## src/rtl/mux_port_arbiter.sv

```systemverilog
`default_nettype none
// ============================================================================
// Module   : mux_port_arbiter
// Purpose  : 4-requester round-robin arbiter driving one shared SIZE-bit port.
// Option   : MUX_ARB_BURST_LIMIT_EN enables the MAX_BURST grant-length limit.
// Revision : 1.0 - initial release
// ============================================================================
module mux_port_arbiter #(
  parameter int SIZE      = 32,
  parameter int MAX_BURST = 4
) (
  input  logic              clk,
  input  logic              rst,
  input  logic [3:0]        req,
  input  logic [4*SIZE-1:0] din,
  output logic [3:0]        gnt,
  output logic [1:0]        sel,
  output logic              valid,
  output logic [SIZE-1:0]   z
);

  typedef enum logic [0:0] {
    ST_IDLE  = 1'b0,
    ST_GRANT = 1'b1
  } state_t;

  state_t      state_q, state_d;
  logic [1:0]  sel_q, sel_d;
  logic [1:0]  ptr_q, ptr_d;
  logic [3:0]  gnt_q, gnt_d;
  logic        valid_q, valid_d;

  logic [1:0]  w_rr_win;
  logic [1:0]  w_idx;
  logic [3:0]  w_owner_mask;
  logic        w_other;
  logic        w_owner_req;
  logic        w_take;

  // Scan farthest-first so the nearest requester after ptr is written last.
  always_comb begin
    w_rr_win = ptr_q;
    w_idx    = ptr_q;
    for (int k = 4; k >= 1; k--) begin
      w_idx = ptr_q + 2'(k);
      if (req[w_idx]) begin
        w_rr_win = w_idx;
      end
    end
  end

  assign w_owner_mask = 4'b0001 << sel_q;
  assign w_other      = |(req & ~w_owner_mask);
  assign w_owner_req  = req[sel_q];

`ifdef MUX_ARB_BURST_LIMIT_EN
  localparam logic [3:0] c_cnt_max = 4'(MAX_BURST - 1);

  logic [3:0] cnt_q, cnt_d;
  logic       w_burst_done;

  assign w_burst_done = (cnt_q == c_cnt_max) && w_other;

  always_comb begin
    cnt_d = cnt_q;
    if (w_take) begin
      cnt_d = 4'd0;
    end else if ((state_q == ST_GRANT) && (cnt_q != c_cnt_max)) begin
      cnt_d = cnt_q + 4'd1;
    end
  end

  always_ff @(posedge clk or posedge rst) begin
    if (rst) begin
      cnt_q <= 4'd0;
    end else begin
      cnt_q <= cnt_d;
    end
  end
`else
  logic       w_burst_done;
  logic [3:0] w_unused_max_burst;

  assign w_burst_done       = 1'b0;
  assign w_unused_max_burst = 4'(MAX_BURST);
`endif

  always_comb begin
    state_d = state_q;
    sel_d   = sel_q;
    ptr_d   = ptr_q;
    gnt_d   = gnt_q;
    valid_d = valid_q;
    w_take  = 1'b0;

    case (state_q)
      ST_IDLE: begin
        if (|req) begin
          w_take = 1'b1;
        end
      end
      ST_GRANT: begin
        if (!w_owner_req) begin
          if (w_other) begin
            w_take = 1'b1;
          end else begin
            state_d = ST_IDLE;
            gnt_d   = 4'b0000;
            valid_d = 1'b0;
          end
        end else if (w_burst_done) begin
          w_take = 1'b1;
        end
      end
      default: begin
        state_d = ST_IDLE;
        gnt_d   = 4'b0000;
        valid_d = 1'b0;
      end
    endcase

    if (w_take) begin
      state_d = ST_GRANT;
      sel_d   = w_rr_win;
      ptr_d   = w_rr_win;
      gnt_d   = 4'b0001 << w_rr_win;
      valid_d = 1'b1;
    end
  end

  // ptr resets to 3 so requester 0 is first in round-robin order.
  always_ff @(posedge clk or posedge rst) begin
    if (rst) begin
      state_q <= ST_IDLE;
      sel_q   <= 2'd0;
      ptr_q   <= 2'd3;
      gnt_q   <= 4'b0000;
      valid_q <= 1'b0;
    end else begin
      state_q <= state_d;
      sel_q   <= sel_d;
      ptr_q   <= ptr_d;
      gnt_q   <= gnt_d;
      valid_q <= valid_d;
    end
  end

  logic [SIZE-1:0] w_slice [4];
  logic [SIZE-1:0] w_lvl1  [2];
  logic [SIZE-1:0] w_root;

  genvar gi;
  generate
    for (gi = 0; gi < 4; gi++) begin : g_slice
      assign w_slice[gi] = din[gi*SIZE +: SIZE];
    end
    for (gi = 0; gi < 2; gi++) begin : g_lvl1
      assign w_lvl1[gi] = sel_q[0] ? w_slice[2*gi+1] : w_slice[2*gi];
    end
  endgenerate

  assign w_root = sel_q[1] ? w_lvl1[1] : w_lvl1[0];

  assign z     = valid_q ? w_root : '0;
  assign gnt   = gnt_q;
  assign sel   = sel_q;
  assign valid = valid_q;

endmodule
`default_nettype wire

```

## config.mk

```make
export PLATFORM = sky130hd
export DESIGN_NAME = mux_port_arbiter
export DESIGN_NICKNAME = d
export VERILOG_FILES = /design/src/rtl/mux_port_arbiter.sv
export SDC_FILE = /design/constraint.sdc
export NUM_CORES = 1
export LEC_CHECK = 0
export CAP_MARGIN = 25
export CORE_AREA = 2 2 78 80
export DETAILED_ROUTE_END_ITERATION = 16
export DIE_AREA = 0 0 80 82
export PLACE_DENSITY = 0.91
export SYNTH_ARGS = -nofsm -noshare
export SYNTH_HDL_FRONTEND = slang
export SYNTH_SLANG_ARGS = --single-unit
```

## constraint.sdc

```tcl
create_clock -name clk -period 2.15 [get_ports clk]
set_clock_uncertainty 0.05 [all_clocks]
set_input_delay 0.215 -clock clk [delete_from_list [all_inputs] [get_ports clk]]
set_output_delay 0.215 -clock clk [all_outputs]
set_load 0.02 [all_outputs]
```

==> impl_table.tex, run 1 <==
\begin{tabular}{lr}
\hline
Metric & Value \\
\hline
\multicolumn{2}{l}{\textbf{Run status}} \\
Status & finished clean \\
\multicolumn{2}{l}{\textbf{Pwr}} \\
Overall power & 0.00385 W \\
Pwr/cell area & 1120 nW/um\^{}2 \\
Peak VDD IR & 0.000706 V \\
Leakage Power & 1.34 nW \\
\multicolumn{2}{l}{\textbf{Cells and area}} \\
Most frequent cells in the layout & sky130\_fd\_sc\_hd\_\_clkdlybuf4s50\_1, sky130\_fd\_sc\_hd\_\_mux4\_2, sky130\_fd\_sc\_hd\_\_and2\_1 \\
Utilization after layout & 0.600 \\
Most common library cell in the layout ignoring fill and taps & sky130\_fd\_sc\_hd\_\_clkdlybuf4s50\_1 \\
Layout net count & 440 \\
Layout cells sized above 1 & 0.220 \\
Layout overhead on the synthesized area & 124\% \\
Diode count & 0 \\
\multicolumn{2}{l}{\textbf{Detailed routing}} \\
First drt pass iteration count & 7 \\
Wire length per cell after detailed routing & 18.4 um \\
Count of vias placed by the detailed router & 1881 \\
Number of nets still failing antenna checks after routing & 0 \\
DRC violation total after the first TritonRoute iteration & 34 \\
Total routed wirelength & 6990 um \\
Drc violations & 0 \\
Average vias per placed instance & 4.95 \\
\multicolumn{2}{l}{\textbf{STA}} \\
Pins Over Slew Limit & 0 \\
Least-Margin Pin Slew & 0.684 ns \\
Hold Violations, Final & 0 \\
Setup Total Neg Slack & 0 ns \\
Worst hold slack after final layout & 0.194 ns \\
Min setup slack post-route & 0.0531 ns \\
Period minus WS final & 2.10 ns \\
Tcrit/Tclk final & 0.975 \\
Normalized max-slew margin & 0.540 \\
Setup repair after global routing missed its margin & yes \\
\# setup viols final & 0 \\
FMAX & 477 MHz \\
\multicolumn{2}{l}{\textbf{Worst setup path}} \\
Depth of the worst register-to-register path & 6 \\
CP Data Arrival Time & 1.83 ns \\
Crit path cell chain & buf\_12, mux4\_2, and2\_1, dlygate4sd2\_1 \\
Maximum cell stage delay along the critical path & 0.51 ns \\
Worst Path Required & 1.88 ns \\
Timing startpoint of the critical path & sel[0] \\
Maximum net fanout on the critical path & 13 \\
Critical R2R Capture & sel[0] \\
R2r startpoint & sel[0] \\
Crit path max-delay family & multiplexers \\
Capture point of the critical path & z[31] \\
Number of buffers and inverters on the critical path & 2 \\
Slack of the worst reg-to-reg path & 0.11 ns \\
Class of the most critical setup path & flop to output port \\
Type of element launching the critical path & flop \\
Levels on crit path & 4 \\
Kind of capture point of the worst setup path & output port \\
Standard cell with the maximum stage delay on the critical path & sky130\_fd\_sc\_hd\_\_mux4\_2 \\
\multicolumn{2}{l}{\textbf{Floorplan}} \\
Vertical die dimension & 82 um \\
Std-Cell Core Area & 5750 um\^{}2 \\
Floorplan row count & 28 \\
Die Span X & 80 um \\
Num ports & 173 \\
Effective utilization at floorplan & 0.268 \\
Die footprint & 6560 um\^{}2 \\
\multicolumn{2}{l}{\textbf{Yosys}} \\
Mapped Nets & 263 \\
Post-synthesis sequential area ratio & 0.164 \\
Combined area of all synthesized cells & 1540 um\^{}2 \\
Synthesized area per cell & 11.9 um\^{}2 \\
Register bit count reported by yosys & 10 \\
Cell count after synthesis & 129 \\
Synthesis Warnings & 0 \\
Number of distinct standard cells referenced by the synthesized netlist & 27 \\
\multicolumn{2}{l}{\textbf{Clocking}} \\
Clk Tree Root Cell & sky130\_fd\_sc\_hd\_\_clkbuf\_8 \\
Quantity of hold-fixing buffers added after cts & 0 \\
Clock network latency to the later pin of the worst-skew pair & 0.24 ns \\
Register clock-pin slew on the reported worst setup and hold paths & 0.05 ns \\
Deepest level of the CTS H-tree & 1 \\
CTS tree & yes \\
CTS Buffer Depth & 2 \\
Number of clock sinks & 10 \\
Inserted Clock Buffers & 3 \\
\multicolumn{2}{l}{\textbf{Global route}} \\
Overall fraction of global-route tracks in use & 0.199 \\
Wire length of the first global-routing pass & 10000 um \\
Number of global-route vias before repair & 1935 \\
Total congestion overflow & 0 \\
Largest net degree at the start of global routing & 35 \\
Antenna violations before repair & 0 \\
\multicolumn{2}{l}{\textbf{Place}} \\
Worst setup timing slack at the placement stage & -0.0475 ns \\
Quantity of I/O buffers inserted on ports & 172 \\
HPWL Detailed & 5660 um \\
Placer Congestion & 0.806 \\
\multicolumn{2}{l}{\textbf{Worst hold path}} \\
Class of the tightest hold or removal check & input port to asynchronous set/reset pin \\
\multicolumn{2}{l}{\textbf{Flow run}} \\
Max capacitance violation total & 0 \\
\hline
\end{tabular}
worst min path at each step:
| stage | startpoint | end | slack [ns] | cells after the start |
|---|---|---|---|---|
| after global routing | rst | valid | 0.26 | 2 |
| after CTS | rst | gnt[2] | 0.20 | 2 |
| after detailed placement | gnt[0] | gnt[0] | 0.43 | 2 |
| after floorplan | rst | gnt[0] | 0.004 | 1 |
| after global placement | gnt[2] | gnt[2] | 0.43 | 2 |
| final | rst | valid | 0.19 | 2 |
kinds of logic after synthesis:
logic type	share of synthesized area
and+or+nand+nor	0.201
DFF	0.164
muxes	0.519
buffers and inverters	0.0455
AOI/OAI and AO/OA	0.0699
sequential cells by signal, summed over array words and instances (netlist names):
name,cells
ptr_q,2
gnt,4
sel,2
state_q,1
valid,1
through the flow:
stage          cells  area (um^2)
2_1_floorplan    129         1540
3_3_place_gp     374         3410
3_5_place_dp     374         3410
4_1_cts          380         3460
5_1_grt          380         3450
6_report         380         3450
cells in the mapped netlist:
cell / n / area, um^2
sky130_fd_sc_hd__o31ai_1: 3 / 22.5
sky130_fd_sc_hd__or3_1: 2 / 12.5
sky130_fd_sc_hd__and4bb_2: 1 / 12.5
sky130_fd_sc_hd__o21ai_0: 2 / 10.0
sky130_fd_sc_hd__a32o_1: 2 / 20.0
sky130_fd_sc_hd__inv_1: 3 / 11.3
sky130_fd_sc_hd__a21oi_1: 3 / 15.0
sky130_fd_sc_hd__a32o_2: 1 / 11.3
sky130_fd_sc_hd__or2_1: 1 / 6.26
sky130_fd_sc_hd__mux4_1: 1 / 26.3
sky130_fd_sc_hd__buf_6: 1 / 11.3
sky130_fd_sc_hd__nor2b_1: 4 / 25.0
sky130_fd_sc_hd__mux4_2: 32 / 721
sky130_fd_sc_hd__dfstp_2: 2 / 52.6
sky130_fd_sc_hd__nor2_1: 5 / 18.8
sky130_fd_sc_hd__dfrtp_1: 8 / 200
sky130_fd_sc_hd__nor4_1: 1 / 6.26
sky130_fd_sc_hd__nor3_1: 2 / 10.0
sky130_fd_sc_hd__o31a_1: 1 / 8.76
sky130_fd_sc_hd__nand2_1: 5 / 18.8
sky130_fd_sc_hd__o211ai_1: 1 / 7.51
sky130_fd_sc_hd__a211oi_2: 1 / 12.5
sky130_fd_sc_hd__clkbuf_1: 6 / 22.5
sky130_fd_sc_hd__and2_1: 32 / 200
sky130_fd_sc_hd__mux2_4: 2 / 30.0
sky130_fd_sc_hd__buf_2: 5 / 25.0
sky130_fd_sc_hd__mux2_2: 2 / 22.5
layout make-up:
type                    instances  area (um^2)
multi-input cells             104         1230
inverters                       3         11.3
well taps                      75         93.8
clock buffers                   4         45.0
repair buffers                184         1820
flip-flops and latches         10          254
fillers                       522         2300
where the power goes:
group | switching (W) | internal (W) | leakage, nW
Clock | 0.0000758 | 0.000130 | 0.0228
Combinational | 0.00153 | 0.00175 | 1.20
Sequential | 0.0000758 | 0.000287 | 0.116
routing by layer:
metal / up-vias / part of all wire / GRT usage
met5: - / 0 / 0
li1: 863 / - / -
met3: 6 / 0.10 / 0.0527
met2: 99 / 0.55 / 0.383
met1: 913 / 0.34 / 0.216
met4: 0 / 0.012 / 0.0475
timing repair:
item,in CTS,in global routing
buffers inserted,1,0
resized for setup,47,27
setup endpoints to repair,32,24
cloned,1,0
pin swaps,0,0
No activity file was read; power rests on OpenSTA's default activity.
==> run 2: changes to the inputs <==
SKIP_LAST_GASP = 1   (was default)
SLEW_MARGIN = 10   (was default)
==> impl_table.tex, run 2 (synthesis gave the netlist of run 1 again) <==
\begin{tabular}{lr}
\hline
Metric & Value \\
\hline
\multicolumn{2}{l}{\textbf{Cells and area}} \\
Most common library cell in the layout ignoring fill and taps & sky130\_fd\_sc\_hd\_\_clkdlybuf4s50\_1 \\
Diode count & 0 \\
Most frequent cells in the layout & sky130\_fd\_sc\_hd\_\_clkdlybuf4s50\_1, sky130\_fd\_sc\_hd\_\_mux4\_2, sky130\_fd\_sc\_hd\_\_and2\_1 \\
Final Non-Filler Cells & 380 \\
Layout net count & 440 \\
Layout cells sized above 1 & 0.210 \\
Max reg flops & 4 \\
Area of all placed cells without fillers & 3430 um\^{}2 \\
Layout overhead on the synthesized area & 123\% \\
\multicolumn{2}{l}{\textbf{Worst setup path}} \\
Type of element launching the critical path & flop \\
Maximum cell stage delay along the critical path & 0.52 ns \\
Worst Path Required & 1.88 ns \\
Maximum net fanout on the critical path & 13 \\
Standard cell with the maximum stage delay on the critical path & sky130\_fd\_sc\_hd\_\_mux4\_2 \\
CP Data Arrival Time & 1.85 ns \\
Kind of capture point of the worst setup path & output port \\
Crit path cell chain & buf\_12, mux4\_2, and2\_1, dlygate4sd2\_1 \\
Class of the most critical setup path & flop to output port \\
\multicolumn{2}{l}{\textbf{Clocking}} \\
Quantity of hold-fixing buffers added after cts & 0 \\
Register clock-pin slew on the reported worst setup and hold paths & 0.05 ns \\
Number of clock sinks & 10 \\
Clk Tree Root Cell & sky130\_fd\_sc\_hd\_\_clkbuf\_8 \\
CTS tree & yes \\
Clock network latency to the later pin of the worst-skew pair & 0.24 ns \\
Deepest level of the CTS H-tree & 1 \\
Inserted Clock Buffers & 3 \\
CTS Buffer Depth & 2 \\
\multicolumn{2}{l}{\textbf{Floorplan}} \\
Die footprint & 6560 um\^{}2 \\
Floorplan row count & 28 \\
Die Span X & 80 um \\
Vertical die dimension & 82 um \\
Std-Cell Core Area & 5750 um\^{}2 \\
Num ports & 173 \\
Effective utilization at floorplan & 0.268 \\
\multicolumn{2}{l}{\textbf{Detailed routing}} \\
First drt pass iteration count & 4 \\
DRC violation total after the first TritonRoute iteration & 44 \\
Drc violations & 0 \\
Total routed wirelength & 6970 um \\
Number of nets still failing antenna checks after routing & 0 \\
Count of vias placed by the detailed router & 1875 \\
Wire length per cell after detailed routing & 18.3 um \\
Average vias per placed instance & 4.93 \\
\multicolumn{2}{l}{\textbf{STA}} \\
Tcrit/Tclk final & 0.984 \\
FMAX & 473 MHz \\
Period minus WS final & 2.12 ns \\
Hold Violations, Final & 0 \\
Normalized max-slew margin & 0.651 \\
\# setup viols final & 0 \\
Setup Total Neg Slack & 0 ns \\
Least-Margin Pin Slew & 0.521 ns \\
Setup repair after global routing missed its margin & yes \\
Min setup slack post-route & 0.0337 ns \\
Pins Over Slew Limit & 0 \\
\multicolumn{2}{l}{\textbf{Place}} \\
HPWL Detailed & 5660 um \\
Quantity of I/O buffers inserted on ports & 172 \\
Placer Congestion & 0.806 \\
Worst setup timing slack at the placement stage & -0.0475 ns \\
Cell Area, Placed & 3410 um\^{}2 \\
Placed insts & 374 \\
\multicolumn{2}{l}{\textbf{Global route}} \\
Largest net degree at the start of global routing & 35 \\
Number of global-route vias before repair & 1935 \\
Total congestion overflow & 0 \\
Wire length of the first global-routing pass & 10000 um \\
Antenna violations before repair & 0 \\
Overall fraction of global-route tracks in use & 0.199 \\
\multicolumn{2}{l}{\textbf{Pwr}} \\
Overall power & 0.00381 W \\
Peak VDD IR & 0.000711 V \\
Pwr/cell area & 1110 nW/um\^{}2 \\
Leakage Power & 1.37 nW \\
\multicolumn{2}{l}{\textbf{Worst hold path}} \\
Class of the tightest hold or removal check & input port to asynchronous set/reset pin \\
\multicolumn{2}{l}{\textbf{Flow run}} \\
Max capacitance violation total & 0 \\
\multicolumn{2}{l}{\textbf{Run status}} \\
Status & finished clean \\
\hline
\end{tabular}
run 2: cell types whose count changed in the layout (fill, tap and decap cells not counted):
cell and delta:
sky130_fd_sc_hd__dlygate4sd2_1 +17, sky130_fd_sc_hd__clkdlybuf4s15_1 -14, sky130_fd_sc_hd__clkbuf_2 -3, sky130_fd_sc_hd__a211oi_2 +1, sky130_fd_sc_hd__a211oi_4 -1
run 2: final timing paths:
path / slack, ns / cells after the start / from / end
min in group clk: 0.44 / 2 / gnt[2] / gnt[2]
setup / recovery: 0.03 / 4 / sel[0] / z[2]
hold reg to reg: 0.44 / 2 / gnt[2] / gnt[2]
max in group asynchronous: 1.55 / 2 / rst / ptr_q[1]
hold / removal: 0.19 / 2 / rst / valid
setup reg to reg: 0.13 / 6 / sel[0] / sel[0]
run 2: final cells by class:
type / instances / area (um^2)
Fill cell: 529 / 2310
Clock buffer: 4 / 45.0
Sequential cell: 10 / 254
Timing Repair Buffer: 184 / 1810
Multi-Input combinational cell: 104 / 1220
Inverter: 3 / 11.3
Tap cell: 75 / 93.8
run 2: repair_timing:
item | in CTS | in global routing
pin swaps | 0 | 0
gates cloned | 1 | 0
endpoints found under the setup margin | 32 | 24
resized for setup | 47 | 6
setup buffers | 1 | 0
run 2: where the power goes:
part / total [W] / internal [W] / switching, W
registers: 0.000362 / 0.000287 / 0.0000748
logic: 0.00324 / 0.00172 / 0.00152
clock network: 0.000206 / 0.000130 / 0.0000763
run 2: per-layer routing:
| layer | global-route usage | wire (um) | share of wire | up-vias |
|---|---|---|---|---|
| met5 | 0 | 0 | 0 | - |
| met4 | 0.0475 | 86 | 0.012 | 0 |
| met3 | 0.0527 | 704 | 0.10 | 6 |
| met2 | 0.383 | 3840 | 0.55 | 99 |
| met1 | 0.216 | 2340 | 0.34 | 907 |
| li1 | - | - | - | 863 |
run 2: critical path, delay by kind of cell, from the launching register on:
| family | cells | cell delay (ns) |
|---|---|---|
| flops | 1 | 0.42 |
| buf+inv | 2 | 0.50 |
| mux | 1 | 0.52 |
| simple gates | 1 | 0.17 |
run 2: stage by stage:
stage          hold slack [ns]   util
5_1_grt                  0.257  0.598
6_report                 0.192  0.598
3_3_place_gp             0.432  0.594
2_1_floorplan          0.00375      -
3_5_place_dp             0.430  0.594
4_1_cts                  0.197  0.603
==> run 3: changes to the inputs <==
CTS_CLUSTER_SIZE = 40   (was default)
==> results of run 3 <==
Same layout as run 2: the final DEF is identical, and so are final timing and power.
